==> src/rtl/fill_rect_gen_engine_p.sv <==
// fill_rect_gen_engine_p: streams solid or outline rectangle fills as per-channel byte writes to an arbiter.
// Ports: clk/rst_ (async active-low); start_strobe + init_addr/cmd_hgt/cmd_wid/cmd_{r,g,b}val/cmd_mode
// command; busy/done status; arb_out_rts/arb_in_rtr handshake with arb_out_op/addr/wben/data request.
module fill_rect_gen_engine_p #(
    parameter int ADDR_W = 16,
    parameter int DIM_W  = 16,
    parameter int STRIDE = 240
) (
    input  logic              clk,
    input  logic              rst_,
    input  logic              start_strobe,
    input  logic [ADDR_W-1:0] init_addr,
    input  logic [DIM_W-1:0]  cmd_hgt,
    input  logic [DIM_W-1:0]  cmd_wid,
    input  logic [3:0]        cmd_rval,
    input  logic [3:0]        cmd_gval,
    input  logic [3:0]        cmd_bval,
    input  logic              cmd_mode,
    output logic              busy,
    output logic              done,
    output logic              arb_out_rts,
    input  logic              arb_in_rtr,
    output logic              arb_out_op,
    output logic [ADDR_W-1:0] arb_out_addr,
    output logic [3:0]        arb_out_wben,
    output logic [31:0]       arb_out_data
);
    typedef enum logic [1:0] {IDLE, DRIVE, DONE} state_t;
    state_t state, state_n;
    logic [ADDR_W-1:0] row_base;
    logic [DIM_W-1:0] row, col, hgt, wid, col_grp;
    logic [1:0] ch;
    logic [3:0] rval, gval, bval, v;
    logic mode, xfc, last_col, last_row, edge_row, pix_done, launch;

    assign launch   = state == IDLE && start_strobe;
    assign xfc      = arb_out_rts & arb_in_rtr;
    assign last_col = col == wid - DIM_W'(1);
    assign last_row = row == hgt - DIM_W'(1);
    assign edge_row = row == '0 || last_row;
    assign pix_done = xfc && ch == 2'd2;
    assign col_grp  = col >> 2;
    assign v        = ch == 2'd0 ? rval : ch == 2'd1 ? gval : bval;

    always_comb begin
        state_n = state;
        case (state)
            IDLE:    state_n = !start_strobe ? IDLE : (cmd_hgt == '0 || cmd_wid == '0) ? DONE : DRIVE;
            DRIVE:   state_n = (pix_done && last_col && last_row) ? DONE : DRIVE;
            default: state_n = IDLE;
        endcase
    end

    // Request fields are pure functions of held registers, so they stay put while stalled;
    // they are forced to zero whenever no request is offered.
    assign busy         = state != IDLE;
    assign done         = state == DONE;
    assign arb_out_rts  = state == DRIVE;
    assign arb_out_op   = 1'b1;
    assign arb_out_addr = arb_out_rts ? row_base + ADDR_W'(col_grp) * ADDR_W'(3) + ADDR_W'(ch) : '0;
    assign arb_out_wben = arb_out_rts ? 4'b0001 << col[1:0] : '0;
    assign arb_out_data = arb_out_rts ? {24'd0, v, v} << {col[1:0], 3'b000} : '0;

    always_ff @(posedge clk or negedge rst_) begin
        if (!rst_) begin
            state    <= IDLE;
            row_base <= '0;
            row      <= '0;
            col      <= '0;
            ch       <= '0;
            hgt      <= '0;
            wid      <= '0;
            rval     <= '0;
            gval     <= '0;
            bval     <= '0;
            mode     <= 1'b0;
        end else begin
            state <= state_n;
            if (launch) begin
                row_base <= init_addr;
                hgt      <= cmd_hgt;
                wid      <= cmd_wid;
                rval     <= cmd_rval;
                gval     <= cmd_gval;
                bval     <= cmd_bval;
                mode     <= cmd_mode;
                row      <= '0;
                col      <= '0;
                ch       <= '0;
            end else if (xfc) begin
                ch <= pix_done ? 2'd0 : ch + 2'd1;
                if (pix_done && last_col && !last_row) begin
                    row      <= row + DIM_W'(1);
                    col      <= '0;
                    row_base <= row_base + ADDR_W'(STRIDE);
                end else if (pix_done && !last_col) begin
                    // Outline interior rows only touch the two side columns.
                    col <= (mode && !edge_row && col == '0) ? wid - DIM_W'(1) : col + DIM_W'(1);
                end
            end
        end
    end
endmodule

==> config.mk <==
export PLATFORM = sky130hd
export DESIGN_NAME = fill_rect_gen_engine_p
export DESIGN_NICKNAME = d
export VERILOG_FILES = /design/src/rtl/fill_rect_gen_engine_p.sv
export SDC_FILE = /design/constraint.sdc
export NUM_CORES = 1
export LEC_CHECK = 0
export ABC_AREA = 1
export BUFFER_PORTS_ARGS = -buffer_cell sky130_fd_sc_hd__buf_2
export CORE_MARGIN = 2
export CORE_UTILIZATION = 35
export DETAILED_ROUTE_END_ITERATION = 8
export GPL_ROUTABILITY_DRIVEN = 0
export HOLD_SLACK_MARGIN = 0.02
export PLACE_DENSITY = 0.52
export SYNTH_ARGS = -nofsm -noshare
export SYNTH_HDL_FRONTEND = slang
export SYNTH_SLANG_ARGS = --single-unit
export TNS_END_PERCENT = 30
==> constraint.sdc <==
create_clock -name clk -period 4.05 [get_ports clk]
set_input_delay 0.2025 -clock clk [delete_from_list [all_inputs] [get_ports clk]]
set_output_delay 0.2025 -clock clk [all_outputs]
set_load 0.01 [all_outputs]
* After elaboration in Yosys (flattened, before gate mapping) *
Index checks and enable logic that the tools add are counted.
W data, S select, Z words.

storage, ports and cells
  register bits = 97
  input port bits = 65
  output and inout port bits = 56
  word-level logic and storage cells = 77

operators by class
  add/subtract/negate cells = 8
  multipliers = 1
  equality and inequality tests = 6
  shifts and indexed selects = 2
  mux-type cells = 23
  bitwise gates (word level) = 1
  reductions and logical operators = 25

operators by type and width
  operator                 count
  $mux W16                 12
  $logic_not A16 Y1        4
  $add A16 B1 Y16 const B  2
  $eq A16 B16 Y1           2
  $mux W32                 1
  $shl A8 B5 Y32           1
  $sub A16 B1 Y16 const B  2
  $add A16 B16 Y16         1
  $add A16 B2 Y16          1
  $add A16 B8 Y16 const B  1
  $mul A14 B2 Y16 const B  1
  $mux W2                  6
  $mux W4                  3
  $logic_and A1 B1 Y1      8
  $reduce_bool A2 Y1       3
  $eq A2 B1 Y1 const B     2
  $eq A2 B2 Y1 const B     2
  $logic_not A2 Y1         2
  $pmux W2 S2              1
  $reduce_and A2 Y1        2
  $shl A1 B2 Y4 const A    1
  $logic_not A1 Y1         3
  $reduce_bool A3 Y1       1
  $add A2 B1 Y2 const B    1
  other kinds (2)          3

* Longest topological paths before layout *
  word-level depth = 11
  mapped depth = 19
  gate-level depth less buffers = 18

* Worst setup path after synthesis *
Ideal clock, no wire load.

  path kind = reg-to-output
  start point = register col[2]
  end point = output arb_out_addr[15]
  arrival time = 3023 ps
  data required time = 3848 ps
  path slack = 825 ps
  cell stages (with the launch flop) = 12
  path buffers = 0
  path through = dfrtp_1 > fa_1 > inv_1 > fa_1 > inv_1 > ha_1 > fa_1 > nand3_1 > o2111ai_1 > a211oi_1 > o21ai_0 > a21oi_1

on the way
  word-level cells in the longest chain between the ends = 4

ends and longest elaborated chain
  element                 RTL line  source
  start, declared         31        logic [DIM_W-1:0] row, col, hgt, wid, col_grp;
  start signal, assigned  98        col <= (mode && !edge_row && col == '0) ? wid - DIM_W'(1) : col + DIM_W'(1);
  $mul A14 B2 Y16         60        assign arb_out_addr = arb_out_rts ? row_base + ADDR_W'(col_grp) * ADDR_W'(3) + ADDR_W'(ch) : '0;
  $add A16 B16 Y16        60
  $add A16 B2 Y16         60
  $mux W16                60
  end, declared           24        output logic [ADDR_W-1:0] arb_out_addr,

Every way passes these cells.

* Final worst setup path *
  start point = register row_base[1]
  end point = output arb_out_addr[15]

on the way
  word-level cells in the longest chain between the ends = 3

ends and longest elaborated chain
  element                 RTL line  source
  start, declared         30        logic [ADDR_W-1:0] row_base;
  start signal, assigned  80        row_base <= init_addr;
  start signal, assigned  95        row_base <= row_base + ADDR_W'(STRIDE);
  $add A16 B16 Y16        60
  $add A16 B2 Y16         60
  $mux W16                60

Every way passes these cells.

==> impl_results.md <==
* Status: finished, violations left
* Failing checks: negative hold slack
* Clk sinks at 97
* Max IR drop VDD at 0.000371 V
* Syn Std Cell Area at 0.00873 mm^2
* Highest clock rate at 265 MHz
* Boundary pin count at 121
* HPWL after DPL at 19000 um
* CP dominant cell by count: fa_1
* Share of total power in the clock network at 14.3%
* Top cell type's share of synthesized area at 27.8%
* Clk root buf: clkbuf_16
* DIE HEIGHT at 162 um
* Top_reg_cell synth: dfrtp_1
* Fin crit share at 93.3%
* Post CTS Setup Buffer Count at 0
* Hold-fix buffers, CTS at 0
* First-pass GRT wire length at 39800 um
* Gr ovfl total at 0
* WP data required at 3.85 ns
* TritonCTS clock tree: built
* Worst-path cell chain: fa_1 -> inv_1 -> fa_1 -> inv_1 -> ha_1 -> fa_1 -> nand3_1 -> o2111ai_1 -> a211oi_2 -> o21ai_0 -> a21oi_1 -> buf_2
* Core ar. at 0.0244 mm^2
* Finished Cell Area at 0.00984 mm^2
* Slew Limit Fails at 0
* Worst hold path type: input pin to async pin
* Top Family by Delay on Critical Path: adder cells
* Startpoint Class: register
* Worst Path Buf+Inv at 3
* Routed vias/inst at 4.86
* Via count at 8258
* Slew @ Worst Pin at 0.962 ns
* Yosys cell types at 49
* Global-route total usage across every layer at 18.8%
* Yosys reg bits at 97
* PwrDens at 687 mW/mm^2
* Initial antenna violation count at 0
* Placed Area at 0.00951 mm^2
* Synth top area cells: dfrtp_1, nand2_1, ha_1
* Final WL at 24100 um
* Launching point of the worst reg2reg path: wid[0]
* Yosys warning count at 0
* Clk Latency, worst-skew pair at 0.36 ns
* Net Sw Frac at 50.4%
* Share of cells above drive strength 1 at 15.3%
* Vias in the first global route at 8104
* Setup TNS at 0 ns
* Clock Skew at 0.0128 ns
* Placed Cells at 1684
* Metal2 WL at 12100 um
* Crit Path Category: register to primary output
* Unrepaired setup endpoints after global routing: yes
* Comb pwr share at 60.2%
* First-pass iteration count of the detailed router at 5
* CTS Buffer Depth at 2
* Synth cell count leaders: nand2_1, inv_1, nor2_1, nand3_1, dfrtp_1
* Die Footprint at 0.0262 mm^2
* Drt wl/cell at 14.2 um
* Die width at 162 um
* Crit path DAT at 3.57 ns
* EDFF count, synth at 0
* Most instantiated library cell after synthesis: nand2_1
* Cell Rows at 57
* Int Power at 0.00335 W
* TritonCTS buffer count at 9
* Non-Filler Instances at 1699
* Top layer in use: met4
* ANT nets after route at 0
* Yosys top cell by area: dfrtp_1
* Pleak at 5.27 nW
* Clock-pin transition on the worst setup and hold timing paths at 0.07 ns
* Worst Hold Slack at -0.0180 ns
* Crit path from: row_base[1]
* Post-Syn Instances at 1281
* Initial Util at 35.8%
* Total of max-cap violations at 0
* Drt initial violations at 322
* Psw at 0.00341 W
* Fin util at 40.4%
* Met1 Routed Length at 10900 um
* Inserted Diodes at 0
* Crit-path slowest cell: fa_1
* Residual DRC at 0
* Endpoint type of the worst setup path: primary output
* Sequential share of power at 25.5%
* Headroom to the max-slew limit at 35.9%
* Critical Path Fanout Max at 5
* I/O Buffers at 119
* Final setup viols at 0
* Async SR Flop Fraction at 100%
* Avg Cell Area, Syn at 6.81 um^2
* Slowest cell delay on critical path at 0.54 ns
* Final hold vios at 5
* Largest net degree at the start of global routing at 72
* Final min period at 3.78 ns
* # nets final at 1509
* H-tree levels at 3
* Synthesized Nets at 1419
* Area Overhead vs Synth at 12.8%
* Met3 wire length at 682 um
* Sequential share of the synthesized area at 27.8%
## power groups by stage
stage | registers, W | logic [W] | clock network [W]
after floorplan | 0.00161 | 0.00304 | 0
after global routing | 0.00179 | 0.00471 | 0.00103
after global placement | 0.00175 | 0.00407 | 0
after detailed placement | 0.00175 | 0.00410 | 0
after CTS | 0.00173 | 0.00413 | 0.000992
final | 0.00173 | 0.00407 | 0.000966
## logic make-up after synthesis
kind of cell             count (synthesis)  synth area share (%)
flip-flops                              97                  27.8
other                                    1                0.0430
AO/OA/AOI/OAI                          137                  8.40
XOR/XNOR                                45                  4.52
AND/OR/NAND/NOR                        729                  37.6
adder cells (fa/ha/maj)                 73                  11.8
buffers and inverters                  199                  9.85
## per-layer routing
metal  track usage (%)  vias to the layer above
li1                  -                     4272
met1              23.2                     3825
met2              34.5                      136
met3              2.76                       25
met4              4.06                        0
met5                 0                        -
## path summary, 6_finish.rpt
kind	end	slack, ns	cells past startpoint
worst max-delay path	arb_out_addr[15]	0.27	12
worst min-delay path	row_base[15]	-0.02	1
worst max register to register	row[4]	1.02	12
worst min register to register	rval[2]	0.49	2
max in group asynchronous	wid[0]	3.12	2
min in group clk	rval[2]	0.03	3
## cell type report
type	count	area, um^2
clock buffers	10	239
repair buffers	130	681
fillers	2672	14500
well taps	324	405
inverters	148	556
clock inverters	5	87.6
flip-flops and latches	97	2430
multi-input cells	985	5450
## repair_timing
item,4_1_cts,5_1_grt
resized for setup,0,2
endpoints found under the hold margin,0,0
endpoints found under the setup margin,0,2
## through the flow
step | total power (W) | hold slack, ns | setup slack, ns
3_5_place_dp | 0.00585 | 0.398 | 0.597
6_report | 0.00676 | -0.0180 | 0.273
2_1_floorplan | 0.00466 | -0.0931 | 0.825
4_1_cts | 0.00685 | 0.0233 | 0.210
5_1_grt | 0.00753 | 0.0278 | -0.0000511
3_3_place_gp | 0.00581 | 0.395 | 0.642
## placed cells by master, fill, tap and decap left out, types with 3 or more instances in the layout
| master | Yosys | final |
|---|---|---|
| nor2_2 | 15 | 15 |
| a31oi_1 | 4 | 4 |
| inv_2 | 7 | 8 |
| nor3_1 | 9 | 9 |
| inv_1 | 140 | 139 |
| o21ai_1 | 21 | 22 |
| and2_1 | 3 | 3 |
| nand2_1 | 388 | 387 |
| fa_1 | 15 | 15 |
| xnor2_1 | 7 | 7 |
| buf_4 | 25 | 12 |
| clkbuf_16 | 0 | 9 |
| nand3_2 | 15 | 15 |
| nor2_4 | 5 | 5 |
| o21ai_0 | 70 | 69 |
| dfrtp_1 | 97 | 97 |
| nor2_1 | 123 | 123 |
| a21oi_1 | 26 | 26 |
| nor4_1 | 8 | 8 |
| nand2_2 | 11 | 12 |
| ha_1 | 58 | 58 |
| nand4_1 | 26 | 26 |
| nand3_1 | 114 | 114 |
| o22ai_1 | 4 | 4 |
| xor2_1 | 38 | 38 |
| buf_2 | 1 | 118 |
| o2111ai_1 | 3 | 3 |
## sequential cells by signal, indices dropped and copies added (netlist names), 4 cells and up
name	flops
gval	4
bval	4
hgt	16
row_base	16
rval	4
wid	16
row	16
col	16
No activity file was read; power rests on OpenSTA's default activity.
